`config.mk`:
```
export PLATFORM = sky130hd
export DESIGN_NAME = ook_demod
export DESIGN_NICKNAME = d
export VERILOG_FILES = /design/src/rtl/ook_pkg.sv /design/src/rtl/ook_demod_envelope.sv /design/src/rtl/ook_demod.sv
export SDC_FILE = /design/constraint.sdc
export NUM_CORES = 1
export LEC_CHECK = 0
export ABC_AREA = 1
export CAP_MARGIN = 20
export CORE_ASPECT_RATIO = 0.75
export CORE_MARGIN = 5
export CORE_UTILIZATION = 55
export DETAILED_ROUTE_END_ITERATION = 6
export GPL_ROUTABILITY_DRIVEN = 0
export GPL_TIMING_DRIVEN = 0
export HOLD_SLACK_MARGIN = 0.03
export PLACE_DENSITY = 0.77
export SLEW_MARGIN = 5
export SYNTH_ARGS = -nofsm -noshare
export SYNTH_HDL_FRONTEND = slang
export SYNTH_HIERARCHICAL = 1
export SYNTH_SLANG_ARGS = --single-unit
```
`constraint.sdc`:
```
create_clock -name clk -period 2.5 [get_ports clk]
set_clock_uncertainty 0.2 [all_clocks]
set_input_delay 0.5 -clock clk [delete_from_list [all_inputs] [get_ports clk]]
set_output_delay 0.5 -clock clk [all_outputs]
set_load 0.01 [all_outputs]
```
`src/rtl/ook_pkg.sv`:
```
// ook_pkg -- shared constants and types for the OOK receiver.
//   OOK_MIDSCALE      : zero level of the offset-binary ADC sample
//   OOK_WIN_LEN       : default valid samples per envelope window
//   OOK_THRESH_HI/LO  : default hysteresis thresholds on the envelope
//   OOK_WINS_PER_BIT  : default envelope windows per OOK bit
//   ook_state_e       : frame slicer FSM states
package ook_pkg;

    localparam int OOK_MIDSCALE     = 128;
    localparam int OOK_WIN_LEN      = 64;
    localparam int OOK_THRESH_HI    = 48;
    localparam int OOK_THRESH_LO    = 32;
    localparam int OOK_WINS_PER_BIT = 8;

    typedef enum logic [1:0] {
        IDLE  = 2'd0,
        START = 2'd1,
        DATA  = 2'd2,
        STOP  = 2'd3
    } ook_state_e;

endpackage

```
`src/rtl/ook_demod_envelope.sv`:
```
// ook_envelope -- carrier envelope detector.
//   Rectifies each valid offset-binary sample around MIDSCALE, holds the peak
//   over WIN_LEN valid samples and, at each window end, publishes the peak as
//   env_level and updates the hysteresis flag carrier_det.
// Ports:
//   clk, rst      : clock, asynchronous active-high reset
//   sample_in     : ADC sample (offset binary), qualified by sample_valid
//   env_level     : peak magnitude of the last completed window
//   carrier_det   : hysteresis carrier-present flag
//   win_tick      : one-cycle pulse, registered with env_level/carrier_det
module ook_envelope
    import ook_pkg::*;
#(
    parameter int DATA_W    = 8,
    parameter int MIDSCALE  = OOK_MIDSCALE,
    parameter int WIN_LEN   = OOK_WIN_LEN,
    parameter int THRESH_HI = OOK_THRESH_HI,
    parameter int THRESH_LO = OOK_THRESH_LO
) (
    input  logic              clk,
    input  logic              rst,
    input  logic [DATA_W-1:0] sample_in,
    input  logic              sample_valid,
    output logic [DATA_W-1:0] env_level,
    output logic              carrier_det,
    output logic              win_tick
);

    localparam int                CNT_W    = (WIN_LEN > 1) ? $clog2(WIN_LEN) : 1;
    localparam logic [CNT_W-1:0]  CNT_LAST = CNT_W'(WIN_LEN - 1);
    localparam logic [DATA_W-1:0] MID      = DATA_W'(MIDSCALE);
    localparam logic [DATA_W-1:0] THR_HI   = DATA_W'(THRESH_HI);
    localparam logic [DATA_W-1:0] THR_LO   = DATA_W'(THRESH_LO);

    logic [DATA_W-1:0] mag;
    logic [DATA_W-1:0] peak_max;
    logic [CNT_W-1:0]  cnt_d, cnt_q;
    logic [DATA_W-1:0] peak_d, peak_q;
    logic [DATA_W-1:0] env_d, env_q;
    logic              cdet_d, cdet_q;
    logic              tick_d, tick_q;

    always_comb begin
        // |sample - MIDSCALE| always fits in DATA_W for offset binary
        mag      = (sample_in >= MID) ? (sample_in - MID) : (MID - sample_in);
        peak_max = (mag > peak_q) ? mag : peak_q;

        cnt_d  = cnt_q;
        peak_d = peak_q;
        env_d  = env_q;
        cdet_d = cdet_q;
        tick_d = 1'b0;

        if (sample_valid) begin
            if (cnt_q == CNT_LAST) begin
                // window closes: the current sample still counts toward it
                cnt_d  = '0;
                peak_d = '0;
                env_d  = peak_max;
                tick_d = 1'b1;
                if (peak_max >= THR_HI) begin
                    cdet_d = 1'b1;
                end else if (peak_max < THR_LO) begin
                    cdet_d = 1'b0;
                end
            end else begin
                cnt_d  = cnt_q + 1'b1;
                peak_d = peak_max;
            end
        end
    end

    always_ff @(posedge clk or posedge rst) begin
        if (rst) begin
            cnt_q  <= '0;
            peak_q <= '0;
            env_q  <= '0;
            cdet_q <= 1'b0;
            tick_q <= 1'b0;
        end else begin
            cnt_q  <= cnt_d;
            peak_q <= peak_d;
            env_q  <= env_d;
            cdet_q <= cdet_d;
            tick_q <= tick_d;
        end
    end

    assign env_level   = env_q;
    assign carrier_det = cdet_q;
    assign win_tick    = tick_q;

endmodule

```
`src/rtl/ook_demod.sv`:
```
// ook_demod -- OOK receiver: envelope detector plus UART-style frame slicer.
//   Frame: start = carrier on, 8 data bits LSB first (on = 1), stop = carrier
//   off. Bits are sampled in the middle of each bit period, counted in
//   envelope windows.
// Ports:
//   clk, rst      : clock, asynchronous active-high reset
//   sample_in     : ADC sample (offset binary), qualified by sample_valid
//   rx_byte       : last correctly framed byte
//   byte_valid    : one-cycle pulse when rx_byte updates
//   framing_err   : one-cycle pulse when the stop bit sees carrier
//   carrier_det   : hysteresis carrier-present flag
//   env_level     : peak magnitude of the last completed window
//   busy          : slicer is inside a frame (state other than IDLE)
module ook_demod
    import ook_pkg::*;
#(
    parameter int DATA_W       = 8,
    parameter int MIDSCALE     = OOK_MIDSCALE,
    parameter int WIN_LEN      = OOK_WIN_LEN,
    parameter int THRESH_HI    = OOK_THRESH_HI,
    parameter int THRESH_LO    = OOK_THRESH_LO,
    parameter int WINS_PER_BIT = OOK_WINS_PER_BIT
) (
    input  logic              clk,
    input  logic              rst,
    input  logic [DATA_W-1:0] sample_in,
    input  logic              sample_valid,
    output logic [7:0]        rx_byte,
    output logic              byte_valid,
    output logic              framing_err,
    output logic              carrier_det,
    output logic [DATA_W-1:0] env_level,
    output logic              busy
);

    localparam int              WC_W     = (WINS_PER_BIT > 1) ? $clog2(WINS_PER_BIT) : 1;
    localparam logic [WC_W-1:0] WC_HALF  = WC_W'(WINS_PER_BIT / 2 - 1);
    localparam logic [WC_W-1:0] WC_FULL  = WC_W'(WINS_PER_BIT - 1);

    logic env_tick;
    logic env_cdet;

    ook_envelope #(
        .DATA_W    (DATA_W),
        .MIDSCALE  (MIDSCALE),
        .WIN_LEN   (WIN_LEN),
        .THRESH_HI (THRESH_HI),
        .THRESH_LO (THRESH_LO)
    ) u_env (
        .clk          (clk),
        .rst          (rst),
        .sample_in    (sample_in),
        .sample_valid (sample_valid),
        .env_level    (env_level),
        .carrier_det  (env_cdet),
        .win_tick     (env_tick)
    );

    assign carrier_det = env_cdet;

    // Slicer inputs are re-registered once; the extra stage also keeps the
    // previous carrier value for IDLE's rising-edge detect.
    logic       tick_s_d,  tick_s_q;
    logic       cdet_s_d,  cdet_s_q;
    logic       cdet_p_d,  cdet_p_q;

    ook_state_e        state_d, state_q;
    logic [WC_W-1:0]   win_cnt_d, win_cnt_q;
    logic [2:0]        bit_cnt_d, bit_cnt_q;
    logic [7:0]        shreg_d, shreg_q;
    logic [7:0]        rx_byte_d, rx_byte_q;
    logic              byte_valid_d, byte_valid_q;
    logic              framing_err_d, framing_err_q;
    logic              busy_d, busy_q;

    always_comb begin
        tick_s_d      = env_tick;
        cdet_s_d      = env_cdet;
        cdet_p_d      = cdet_s_q;

        state_d       = state_q;
        win_cnt_d     = win_cnt_q;
        bit_cnt_d     = bit_cnt_q;
        shreg_d       = shreg_q;
        rx_byte_d     = rx_byte_q;
        byte_valid_d  = 1'b0;
        framing_err_d = 1'b0;

        case (state_q)
            IDLE: begin
                // only a fresh 0->1 edge starts a frame, never a level
                if (cdet_s_q && !cdet_p_q) begin
                    state_d   = START;
                    win_cnt_d = '0;
                end
            end
            START: begin
                if (tick_s_q) begin
                    if (win_cnt_q == WC_HALF) begin
                        win_cnt_d = '0;
                        if (cdet_s_q) begin
                            state_d   = DATA;
                            bit_cnt_d = '0;
                        end else begin
                            state_d   = IDLE;
                        end
                    end else begin
                        win_cnt_d = win_cnt_q + 1'b1;
                    end
                end
            end
            DATA: begin
                if (tick_s_q) begin
                    if (win_cnt_q == WC_FULL) begin
                        win_cnt_d = '0;
                        shreg_d   = {cdet_s_q, shreg_q[7:1]};
                        bit_cnt_d = bit_cnt_q + 1'b1;
                        if (bit_cnt_q == 3'd7) begin
                            state_d = STOP;
                        end
                    end else begin
                        win_cnt_d = win_cnt_q + 1'b1;
                    end
                end
            end
            STOP: begin
                if (tick_s_q) begin
                    if (win_cnt_q == WC_FULL) begin
                        win_cnt_d = '0;
                        state_d   = IDLE;
                        if (cdet_s_q) begin
                            framing_err_d = 1'b1;
                        end else begin
                            rx_byte_d    = shreg_q;
                            byte_valid_d = 1'b1;
                        end
                    end else begin
                        win_cnt_d = win_cnt_q + 1'b1;
                    end
                end
            end
            default: state_d = IDLE;
        endcase

        // registered, but taken from the next state so it tracks state_q exactly
        busy_d = (state_d != IDLE);
    end

    always_ff @(posedge clk or posedge rst) begin
        if (rst) begin
            tick_s_q      <= 1'b0;
            cdet_s_q      <= 1'b0;
            cdet_p_q      <= 1'b0;
            state_q       <= IDLE;
            win_cnt_q     <= '0;
            bit_cnt_q     <= '0;
            shreg_q       <= '0;
            rx_byte_q     <= '0;
            byte_valid_q  <= 1'b0;
            framing_err_q <= 1'b0;
            busy_q        <= 1'b0;
        end else begin
            tick_s_q      <= tick_s_d;
            cdet_s_q      <= cdet_s_d;
            cdet_p_q      <= cdet_p_d;
            state_q       <= state_d;
            win_cnt_q     <= win_cnt_d;
            bit_cnt_q     <= bit_cnt_d;
            shreg_q       <= shreg_d;
            rx_byte_q     <= rx_byte_d;
            byte_valid_q  <= byte_valid_d;
            framing_err_q <= framing_err_d;
            busy_q        <= busy_d;
        end
    end

    assign rx_byte     = rx_byte_q;
    assign byte_valid  = byte_valid_q;
    assign framing_err = framing_err_q;
    assign busy        = busy_q;

endmodule
```
# ---- Word-level counts from Yosys, hierarchy flattened
# Cells that the tools add are included.
dict set report op_classes {
  addsub 5
  multipliers 0
  div_mod_pow 0
  order_cmp 4
  eq_ne 14
  shift 0
  mux 38
  bitwise 1
  reduce_logical 13
}
# op count
set op_table {}
lappend op_table {{two-way mux 3 bit} 10}
lappend op_table {{two-way mux 8 bit} 3}
lappend op_table {{two-way mux 2 bit} 9}
lappend op_table {{two-way mux 1 bit} 12}
lappend op_table {{inequality test 2 bit (second input constant)} 6}
lappend op_table {{case mux 3 bit (3 select lines)} 1}
lappend op_table {{AND reduction 3 bit} 3}
lappend op_table {{>= comparator 8 x 6 -> 1 bit (second input constant)} 1}
lappend op_table {{>= comparator 8 bit (second input constant)} 1}
lappend op_table {{> comparator 8 bit} 1}
lappend op_table {{less-than comparator 8 x 6 -> 1 bit (second input constant)} 1}
lappend op_table {{case mux 2 bit (4 select lines)} 1}
lappend op_table {{subtractor 8 bit (first input constant)} 1}
lappend op_table {{subtractor 8 bit (second input constant)} 1}
lappend op_table {{adder 3 x 1 -> 3 bit (second input constant)} 2}
lappend op_table {{adder 6 x 1 -> 6 bit (second input constant)} 1}
lappend op_table {{== test 3 bit (second input constant)} 2}
lappend op_table {{== test 6 bit (second input constant)} 1}
lappend op_table {{two-way mux 6 bit} 1}
lappend op_table {{case mux 3 bit (2 select lines)} 1}
lappend op_table {{AND reduction 6 bit} 1}
lappend op_table {{nonzero test 2 bit} 3}
lappend op_table {{== test 2 bit (second input constant)} 2}
lappend op_table {{AND reduction 4 bit} 1}
lappend op_table {{other kinds (9)} 9}
dict set report totals {
  reg_bits 54
  latchBits 0
  ramBits 0
  mem_bits_ro 0
  memories 0
}

# ---- Depth between registers and ports, before layout
# Gate-level depths: netlist of run 1.
dict set report depth {
  depth_word 7
  depth_mapped 18
}

# ---- Hierarchy
# The synthesis of run 1 kept the hierarchy.
# mod n_inst cells_each area_per_inst_um2 seq_area_each_um2
set by_module_without_submodules {}
lappend by_module_without_submodules {ook_envelope 1 179 1562.7 600.6}
lappend by_module_without_submodules {ook_demod 1 150 1402.6 750.7}

# ---- Least setup slack after synthesis of run 1
# OpenSTA, ideal clock, no wires.
dict set report synth_timing {
  path_kind {input port to flip-flop}
  start {input port sample_in[0]}
  end {register u_env.cdet_q, in the netlist u_env/carrier_det}
  setup_time_ps 121
  arrival_time_ps 2128
  required_ps 2179
  path_slack_ps 51
  stages 18
  n_path_buf 1
  path_cell_list {inv_1 -> ha_1 -> nor2_1 -> xor2_1 -> inv_1 -> ha_1 -> nand2_1 -> inv_2 -> nand2_1 -> nand2_2 -> nand2_2 -> nand2_4 -> nand2_4 -> buf_12 -> nand2_4 -> nand3_2 -> nand2_2 -> nand3_2}
}
dict set report synth_via {
  elab_chain_len 7
  word_cells_on_any_way 11
}
# element line_no
set synth_rtl {}
lappend synth_rtl {{start, declared} ook_demod.sv:26} ;# input logic [DATA_W-1:0] sample_in,
lappend synth_rtl {{subtractor 8 bit / >= comparator 8 bit (equally long branches)} ook_demod_envelope.sv:45} ;# mag = (sample_in >= MID) ? (sample_in - MID) : (MID - sample_in);
lappend synth_rtl {{two-way mux 8 bit (*)} ook_demod_envelope.sv:45}
lappend synth_rtl {{> comparator 8 bit} ook_demod_envelope.sv:46} ;# peak_max = (mag > peak_q) ? mag : peak_q;
lappend synth_rtl {{two-way mux 8 bit (*)} ook_demod_envelope.sv:46}
lappend synth_rtl {{less-than comparator 8 x 6 -> 1 bit / >= comparator 8 x 6 -> 1 bit (equally long branches)} {ook_demod_envelope.sv:63, ook_demod_envelope.sv:61}}
lappend synth_rtl {{nonzero test 2 bit (no source line)} n/a}
lappend synth_rtl {{AND reduction 3 bit (no source line)} n/a}
lappend synth_rtl {{end signal, assigned} ook_demod_envelope.sv:84} ;# cdet_q <= cdet_d;
lappend synth_rtl {{end, declared} ook_demod_envelope.sv:40} ;# logic cdet_d, cdet_q;
# Every way passes the cells marked *; elsewhere a longest branch is shown, timed or not.
# A chain may end at the register's enable or synchronous reset.

# ---- Final worst setup path of run 1
dict set report layout_timing {
  start {input port sample_in[2]}
  end {register u_env.peak_q[0]}
}
dict set report layout_via {
  elab_chain_len 5
  word_cells_on_any_way 7
}
# element line_no
set layout_rtl {}
lappend layout_rtl {{subtractor 8 bit / >= comparator 8 bit (equally long branches)} ook_demod_envelope.sv:45}
lappend layout_rtl {{two-way mux 8 bit (*)} ook_demod_envelope.sv:45}
lappend layout_rtl {{> comparator 8 bit} ook_demod_envelope.sv:46}
lappend layout_rtl {{two-way mux 8 bit (*)} ook_demod_envelope.sv:46}
lappend layout_rtl {{two-way mux 8 bit (*)} ook_demod_envelope.sv:55} ;# if (cnt_q == CNT_LAST) begin
lappend layout_rtl {{end signal, assigned} ook_demod_envelope.sv:82} ;# peak_q <= peak_d;
lappend layout_rtl {{end, declared} ook_demod_envelope.sv:38} ;# logic [DATA_W-1:0] peak_d, peak_q;
# Marks and branches as above.

==> results.rst, run 1 <==
.. list-table::
   :header-rows: 1

   * - Metric
     - Value
   * - Most instantiated library cell after synthesis
     - sky130_fd_sc_hd__nand2_1
   * - Combinational Power Share
     - 48.1%
   * - Share of synthesized flip-flops with an asynchronous set or reset
     - 100%
   * - Std cell rows
     - 23
   * - Number of clock buffers inserted by TritonCTS
     - 5
   * - Final period demand of the worst path
     - 2.45 ns
   * - Startpoint Class
     - input pin
   * - Area fraction in compound gates after synthesis
     - 11.9%
   * - PnR worst setup slack
     - 0.0503 ns
   * - Basic-gate share of the synthesized area counting and, or, nand and nor cells
     - 24.7%
   * - Largest incremental delay on the critical path
     - 0.29 ns
   * - CORE AREA
     - 5300 sq um
   * - Cell area reported after detailed placement
     - 3380 sq um
   * - Adder-cell share of the synthesized area
     - 7.17%
   * - Static Leakage
     - 0.00180 uW
   * - Remaining design rule violation count
     - 0
   * - Max Clock Freq
     - 408 MHz
   * - Starting density of the core
     - 56.0%
   * - Slew of the pin with the lowest slew margin
     - 0.914 ns
   * - Total detailed-routing wirelength
     - 6180 microns
   * - Critical path required time
     - 2.46 ns
   * - Number of flops mapped to enable cells by yosys
     - 0
   * - Yosys top cell area share
     - 45.6%
   * - Hold Violations, Final
     - 0
   * - Part of the total power dissipated in the clock network
     - 16.6%
   * - Worst slew slack as a fraction of its limit
     - 39.0%
   * - Number of cells produced by synthesis
     - 329
   * - Via density per instance
     - 5.06
   * - Worst setup path category
     - input pin to flip-flop
   * - Mux share of post-synthesis cell area
     - 0%
   * - Antenna fix cells
     - 0
   * - Drt first-iter violations
     - 84
   * - Multi-input gate area in the final layout
     - 1500 sq um
   * - Switching part of the total
     - 38.8%
   * - I/O Pins
     - 31
   * - Total placed cells including tap cells
     - 434
   * - Data arrival time of the worst path
     - 2.41 ns
   * - Vertical die dimension
     - 73.6 microns
   * - Average detailed-routed wire length per instance
     - 13.8 microns
   * - Critical Path End Type
     - flip-flop
   * - Initial antenna violation count
     - 0
   * - Library cell with the largest summed area after synthesis
     - sky130_fd_sc_hd__dfrtp_1
   * - Detailed placement HPWL
     - 4380 microns
   * - Maximum root-to-sink buffer count
     - 2
   * - Status
     - finished, final reports clean
   * - Count of port buffers added during placement
     - 29
   * - Critical path cell sequence
     - dlygate4sd2_1, inv_1, a21oi_1, xor2_1, ha_1, nand2_1, inv_2, buf_4, nand4_4, nand2_8, buf_16, o21ai_2, o22ai_1
   * - Cell chosen for the clock root
     - sky130_fd_sc_hd__clkbuf_8
   * - Number of library cell types mapped by synthesis
     - 31
   * - Period Utilization, post-route
     - 98.0%
   * - Power per unit of standard cell area
     - 930 nW/um^2
   * - VDD IR max
     - 497 uV
   * - Proportion of layout cells with a drive suffix above 1
     - 28.9%
   * - Clock tree from TritonCTS
     - yes
   * - Worst-Skew Late Latency
     - 0.29 ns
   * - Number of clock sinks
     - 54
   * - Largest net degree at the start of global routing
     - 25
   * - Detailed Routing Iterations Pass 1
     - 4
   * - Top FF cell, synth
     - sky130_fd_sc_hd__dfrtp_1
   * - Final sum of negative setup slack
     - 0 ns
   * - All-Layer GR Usage
     - 18.8%
   * - Biggest area contributors in the synthesized netlist
     - sky130_fd_sc_hd__dfrtp_1 46%, sky130_fd_sc_hd__nand2_1 9.6%, sky130_fd_sc_hd__ha_1 7.2%
   * - Count of filler cells inserted in the layout
     - 425
   * - Commonest cells post-synth
     - 76 x sky130_fd_sc_hd__nand2_1, 54 x sky130_fd_sc_hd__dfrtp_1, 41 x sky130_fd_sc_hd__inv_1
   * - Fin nets
     - 401
   * - Net count after synthesis
     - 357
   * - Die footprint
     - 6980 sq um
   * - Hold Path Class
     - flip-flop to flip-flop
   * - Dominant combinational cell family by area after synthesis
     - simple AND/OR/NAND/NOR gates
   * - First-pass GRT wire length
     - 10400 microns
   * - Max stage delay cell, worst path
     - sky130_fd_sc_hd__ha_1
   * - Routed via count
     - 2271
   * - Post-synthesis sequential area ratio
     - 45.6%
   * - Residual antenna-violating net count after detailed routing
     - 0
   * - XOR/XNOR Fraction of Synth Area
     - 1.77%
   * - Sequential cell fraction of total power
     - 35.4%
   * - Number of global-route vias before repair
     - 2305
   * - Maximum fanout encountered on the critical timing path
     - 5
   * - Number of synthesized register bits
     - 54
   * - Cell Int Power
     - 2110 uW
   * - Final Instance Area
     - 3700 sq um
   * - Die Wd
     - 94.8 microns
   * - Number of standard cells in the layout, taps in and fillers out
     - 449
   * - Clock Pin Slew Worst Setup and Hold Paths
     - 0.09 ns
   * - Number of slew-limit violations in the final report
     - 0
   * - Count of synthesis-stage warnings from yosys
     - 6
   * - Final count of negative-setup-slack endpoints
     - 0
   * - Worst setup slack before clock tree synthesis
     - -0.706 ns
   * - Number of H-tree levels
     - 2
   * - Netlist area before placement
     - 2970 sq um
   * - Flip-flop and latch area
     - 1350 sq um
   * - Aggregate global routing overflow
     - 0
   * - Synthesized area per cell
     - 9.01 sq um
   * - Area overhead of the layout relative to synthesis
     - 24.8%
   * - Switching pwr
     - 1340 uW
   * - Maxcap violations
     - 0
   * - Quantity of hold-fixing buffers added after cts
     - 0
## path summary, 6_finish.rpt
kind / startpoint / end / slack, ns / cells after the start
worst max-delay path: sample_in[2] / u_env/peak_q[0]$_DFFE_PP0P_ / 0.05 / 13
worst min-delay path: u_env/win_tick$_DFF_PP0_ / tick_s_q$_DFF_PP0_ / 0.18 / 0
worst max register to register: u_env/peak_q[4]$_DFFE_PP0P_ / u_env/peak_q[0]$_DFFE_PP0P_ / 0.47 / 10
worst min register to register: u_env/win_tick$_DFF_PP0_ / tick_s_q$_DFF_PP0_ / 0.18 / 0
max in group asynchronous: rst / u_env/env_level[7]$_DFFE_PP0P_ / 1.01 / 2
min in group asynchronous: rst / framing_err$_DFF_PP0_ / 0.36 / 2
## through the flow
step                      total power, uW  utilization, %  hold slack, ns
after floorplan                      2160               -           0.131
after global placement               2490            63.3           0.134
after detailed placement             2540            63.8           0.153
after CTS                            3310            68.5           0.174
after global routing                 3660            69.9           0.185
final                                3440            69.9           0.178
## layer usage
| metal | GRT usage, % | vias to the layer above | routed length [microns] |
|---|---|---|---|
| met3 | 3.38 | 6 | 139 |
| met4 | 4.32 | 0 | 59 |
| li1 | - | 1144 | - |
| met2 | 31.2 | 30 | 3020 |
| met5 | 0 | - | 0 |
| met1 | 25.9 | 1091 | 2960 |
## kinds of logic after synthesis
logic type	Yosys count
flip-flops	54
AND/OR/NAND/NOR	141
XOR/XNOR	6
adder cells (fa/ha/maj)	17
buffers and inverters	59
AO/OA/AOI/OAI	52
## cell type report
class | instances | area share (%)
plain buffers | 7 | 1.89
clock buffers | 5 | 1.86
clock inverters | 3 | 1.08
inverters | 52 | 5.27
multi-input cells | 216 | 40.6
flip-flops and latches | 54 | 36.5
well taps | 75 | 2.54
repair buffers | 37 | 10.3
## registers in the layout, indices dropped and copies added, names as in the netlist
name and count:
cdet_p_q 1, win_cnt_q 3, state_q 2, bit_cnt_q 3
rx_byte 8, u_env/cnt_q 6, u_env/peak_q 8, byte_valid 1
cdet_p_d 1, shreg_q 8, u_env/win_tick 1, framing_err 1
busy 1, tick_s_q 1, u_env/carrier_det 1, u_env/env_level 8
## cells in the final DEF, fill, tap and decap left out, drive strengths merged, types with 4 or more instances in the layout
cell           instances
nand2                 93
dfrtp                 54
nand3                 24
clkbuf                 6
o21ai                 37
clkdlybuf4s50         21
inv                   52
a21oi                  7
xor2                   4
ha                    17
nand4                  4
buf                   16
nor2                  15
dlygate4sd2            4
o22ai                  6
## power groups by stage
| stage | clock network (uW) | logic [uW] | registers (uW) |
|---|---|---|---|
| finish | 570 | 1660 | 1220 |
| global route | 627 | 1800 | 1240 |
| CTS | 583 | 1510 | 1210 |
| detailed placement | 0 | 1310 | 1230 |
| global placement | 0 | 1260 | 1230 |
| floorplan | 0 | 918 | 1240 |
## critical path, delay by kind of cell
family,cells,cell delay (ns)
compound gates,3,0.44
fa+ha+maj,1,0.29
simple gates,3,0.30
xor+xnor,1,0.23
buf+inv,5,0.65
## repair_timing
item / CTS / global route
gates resized for setup: 31 / 17
setup endpoints to repair: 17 / 17
gates cloned: 1 / 0
buffers inserted: 4 / 2
pin swaps: 13 / 8
Power figures use the tool's default switching activity.
==> run 2, diff against run 1 <==
--- a/config.mk
+++ b/config.mk
@@ -9,12 +9,12 @@
 export CAP_MARGIN = 20
 export CORE_ASPECT_RATIO = 0.75
 export CORE_MARGIN = 5
-export CORE_UTILIZATION = 55
+export CORE_UTILIZATION = 57
 export DETAILED_ROUTE_END_ITERATION = 6
 export GPL_ROUTABILITY_DRIVEN = 0
 export GPL_TIMING_DRIVEN = 0
 export HOLD_SLACK_MARGIN = 0.03
-export PLACE_DENSITY = 0.77
+export PLACE_DENSITY = 0.79
 export SLEW_MARGIN = 5
 export SYNTH_ARGS = -nofsm -noshare
 export SYNTH_HDL_FRONTEND = slang
==> run 2 against run 1 <==
  * Count of clock-buffer cells in the layout did not move
  * Utilization rose by 5.2 points
  * Largest power group unchanged
  * Register-to-register slack got worse by 0.02 ns
  * Worst setup slack improved by 0.030 ns
  * Via count fell by 0.70%
  * Power fell by 2.3%
  * Routed wire length fell by 3.2%
  * Critical endpoint is now u_env/peak_q[3]$_DFFE_PP0P_
  * Sequential power barely moved
  * Combinational power barely moved
==> results.rst, run 2 (synthesized netlist as in run 1, its figures left out) <==
.. list-table::
   :header-rows: 1

   * - Metric
     - Value
   * - Hold Violations, Final
     - 0 (unchanged)
   * - Max Clock Freq
     - 413 MHz (was 408 MHz)
   * - Critical path required time
     - 2.46 ns (about the same)
   * - Startpoint Class
     - input pin (unchanged)
   * - Worst Hold Path EP
     - tick_s_q$_DFF_PP0_ (unchanged)
   * - Number of global-route vias before repair
     - 2313 (was 2305)
   * - Clock Pin Slew Worst Setup and Hold Paths
     - 0.10 ns (was 0.09 ns)
   * - Largest incremental delay on the critical path
     - 0.26 ns (was 0.29 ns)
   * - Die Wd
     - 93.3 microns (was 94.8 microns)
   * - Maxcap violations
     - 0 (unchanged)
   * - Maximum fanout encountered on the critical timing path
     - 7 (was 5)
   * - Max stage delay cell, worst path
     - sky130_fd_sc_hd__or2_1 (was sky130_fd_sc_hd__ha_1)
   * - Cell Int Power
     - 2020 uW (was 2110 uW)
   * - Detailed Routing Iterations Pass 1
     - 4 (unchanged)
   * - Number of H-tree levels
     - 2 (unchanged)
   * - Status
     - finished, final reports clean (unchanged)
   * - Antenna fix cells
     - 0 (unchanged)
   * - Area overhead of the layout relative to synthesis
     - 25.5% (was 24.8%)
   * - Register-to-register setup slack
     - 0.45 ns (was 0.47 ns)
   * - Static Leakage
     - 0.00182 uW (was 0.00180 uW)
   * - Final count of negative-setup-slack endpoints
     - 0 (unchanged)
   * - Hold Path Class
     - flip-flop to flip-flop (unchanged)
   * - Total detailed-routing wirelength
     - 5980 microns (was 6180 microns)
   * - Fin nets
     - 407 (was 401)
   * - PnR Total Power
     - 3360 uW (was 3440 uW)
   * - Commonest cells after routing, fill and taps aside
     - 71 x sky130_fd_sc_hd__nand2_1, 54 x sky130_fd_sc_hd__dfrtp_1, 36 x sky130_fd_sc_hd__inv_1 (unchanged)
   * - Clock tree from TritonCTS
     - yes (unchanged)
   * - Multi-input gate area in the final layout
     - 1520 sq um (was 1500 sq um)
   * - Cell chosen for the clock root
     - sky130_fd_sc_hd__clkbuf_8 (unchanged)
   * - Largest net degree at the start of global routing
     - 25 (unchanged)
   * - Critical register-to-register path endpoint
     - u_env/carrier_det$_DFFE_PP0P_ (was u_env/peak_q[0]$_DFFE_PP0P_)
   * - All-Layer GR Usage
     - 18.6% (was 18.8%)
   * - Number of clock sinks
     - 54 (unchanged)
   * - Switching pwr
     - 1340 uW (about the same)
   * - Part of the total power dissipated in the clock network
     - 14.5% (was 16.6%)
   * - Proportion of layout cells with a drive suffix above 1
     - 32.1% (was 28.9%)
   * - Critical path cell sequence
     - clkdlybuf4s15_1, inv_2, nand3_1, or2_1, inv_2, ha_4, a21o_1, nor2_2, nand2_4, nand2_8, buf_12, nand2_2, o21ai_4, o22ai_1 (was dlygate4sd2_1, inv_1, a21oi_1, xor2_1, ha_1, nand2_1, inv_2, buf_4, nand4_4, nand2_8, buf_16, o21ai_2, o22ai_1)
   * - Slew of the pin with the lowest slew margin
     - 0.866 ns (was 0.914 ns)
   * - Average detailed-routed wire length per instance
     - 13.6 microns (was 13.8 microns)
   * - Std cell rows
     - 22 (was 23)
   * - Number of clock buffers inserted by TritonCTS
     - 5 (unchanged)
   * - Most common cell after layout, fill and taps aside
     - sky130_fd_sc_hd__nand2_1 (unchanged)
   * - Worst slew slack as a fraction of its limit
     - 42.2% (was 39.0%)
   * - VDD IR max
     - 739 uV (was 497 uV)
   * - Detailed placement HPWL
     - 4200 microns (was 4380 microns)
   * - Sequential cell fraction of total power
     - 35.9% (was 35.4%)
   * - Worst Min Path Start
     - u_env/win_tick$_DFF_PP0_ (unchanged)
   * - Power per unit of standard cell area
     - 904 nW/um^2 (was 930 nW/um^2)
   * - Worst r2r src
     - u_env/peak_q[5]$_DFFE_PP0P_ (was u_env/peak_q[4]$_DFFE_PP0P_)
   * - PnR worst setup slack
     - 0.0801 ns (was 0.0503 ns)
   * - Remaining design rule violation count
     - 0 (unchanged)
   * - Critical Path End Type
     - flip-flop (unchanged)
   * - Final period demand of the worst path
     - 2.42 ns (was 2.45 ns)
   * - Register-to-Register Path Depth
     - 12 (was 10)
   * - Worst-Skew Late Latency
     - 0.31 ns (was 0.29 ns)
   * - Residual antenna-violating net count after detailed routing
     - 0 (unchanged)
   * - I/O Pins
     - 31 (unchanged)
   * - Count of port buffers added during placement
     - 29 (unchanged)
   * - Aggregate global routing overflow
     - 0 (unchanged)
   * - Cell mode on critical path
     - sky130_fd_sc_hd__inv_2
   * - Combinational Power Share
     - 49.6% (was 48.1%)
   * - Maximum root-to-sink buffer count
     - 2 (unchanged)
   * - First-pass GRT wire length
     - 10100 microns (was 10400 microns)
   * - Routed via count
     - 2255 (was 2271)
   * - Number of slew-limit violations in the final report
     - 0 (unchanged)
   * - Period Utilization, post-route
     - 96.8% (was 98.0%)
   * - Worst setup path category
     - input pin to flip-flop (unchanged)
   * - Number of cells on the worst hold path
     - 0 (unchanged)
   * - Initial antenna violation count
     - 0 (unchanged)
   * - Die footprint
     - 6760 sq um (was 6980 sq um)
   * - Count of filler cells inserted in the layout
     - 373 (was 425)
   * - CORE AREA
     - 4950 sq um (was 5300 sq um)
   * - Quantity of hold-fixing buffers added after cts
     - 0 (unchanged)
   * - Data arrival time of the worst path
     - 2.38 ns (was 2.41 ns)
   * - Worst Hold Margin
     - 0.163 ns (was 0.178 ns)
   * - Worst setup slack before clock tree synthesis
     - -0.658 ns (was -0.706 ns)
   * - Switching part of the total
     - 39.9% (was 38.8%)
   * - Cell area reported after detailed placement
     - 3360 sq um (was 3380 sq um)
   * - Flip-flop and latch area
     - 1350 sq um (unchanged)
   * - Final Instance Area
     - 3720 sq um (was 3700 sq um)
   * - Drt first-iter violations
     - 85 (was 84)
   * - Starting density of the core
     - 59.8% (was 56.0%)
   * - Vertical die dimension
     - 72.5 microns (was 73.6 microns)
   * - Via density per instance
     - 5.13 (was 5.06)
run 2: changes by cell type in the layout (fill, tap and decap cells not counted), moves of 2 or more:
cell	delta
sky130_fd_sc_hd__xor2_2	+2
sky130_fd_sc_hd__xor2_1	-2
sky130_fd_sc_hd__nand2_4	-2
sky130_fd_sc_hd__ha_4	-2
sky130_fd_sc_hd__nand3_2	+2
sky130_fd_sc_hd__nand3_1	-4
sky130_fd_sc_hd__dlygate4sd2_1	-2
sky130_fd_sc_hd__nand2_2	+2
sky130_fd_sc_hd__nand3_4	+2
sky130_fd_sc_hd__nor2_2	+3
sky130_fd_sc_hd__buf_4	+5
sky130_fd_sc_hd__nor2_4	-2
run 2: timing repair:
item                       CTS  global route
pin swaps                   14            17
gates resized for setup     32            24
gates cloned                 1             0
buffers inserted            10             2
hold endpoints to repair     0             0
setup endpoints to repair   17            17
run 2: cell type report:
| cell class | instances | share of cell area, % |
|---|---|---|
| multi-input cells | 216 | 40.7 |
| plain buffers | 7 | 1.88 |
| clock buffers | 5 | 1.85 |
| well taps | 60 | 2.02 |
| inverters | 52 | 5.25 |
| clock inverters | 3 | 0.504 |
| flip-flops and latches | 54 | 36.3 |
| repair buffers | 43 | 11.5 |
run 2: routing by layer:
| layer | wire length (microns) | part of all wire (%) | track usage, % | vias up |
|---|---|---|---|---|
| met5 | 0 | 0 | 0 | - |
| met4 | 83 | 1.4 | 5.20 | 0 |
| met3 | 214 | 3.6 | 3.94 | 10 |
| met2 | 2970 | 50 | 33.0 | 39 |
| met1 | 2710 | 45 | 23.0 | 1056 |
| li1 | - | - | - | 1150 |
run 2: critical path, delay by kind of cell:
kind	cells	cell delay (ns)
AO/OA/AOI/OAI	3	0.34
adder cells (fa/ha/maj)	1	0.20
buffers and inverters	4	0.58
AND/OR/NAND/NOR	6	0.74
run 2: power by group through the flow:
stage | Clock [uW] | Sequential, uW | Combinational (uW)
finish | 488 | 1210 | 1670
detailed placement | 0 | 1220 | 1320
floorplan | 0 | 1240 | 918
global route | 540 | 1240 | 1810
global placement | 0 | 1220 | 1280
CTS | 505 | 1210 | 1550
run 2: through the flow:
stage | utilization [%] | std cells | setup TNS (ns)
after floorplan | - | 329 | 0
after global placement | 67.2 | 418 | -9.71
after detailed placement | 67.8 | 419 | -10.20
after CTS | 73.4 | 438 | 0
after global routing | 75.1 | 440 | -0.0406
final | 75.1 | 440 | 0
run 2: how the worst max path moves through the flow:
stage                 startpoint                             to  slack [ns]
floorplan           sample_in[0]  u_env/carrier_det$_DFFE_PP0P_        0.05
global route        sample_in[7]    u_env/peak_q[3]$_DFFE_PP0P_       -0.02
detailed placement  sample_in[0]  u_env/carrier_det$_DFFE_PP0P_       -0.66
global placement    sample_in[0]    u_env/peak_q[0]$_DFFE_PP0P_       -0.62
finish              sample_in[7]    u_env/peak_q[3]$_DFFE_PP0P_        0.08
CTS                 sample_in[1]  u_env/carrier_det$_DFFE_PP0P_        0.04
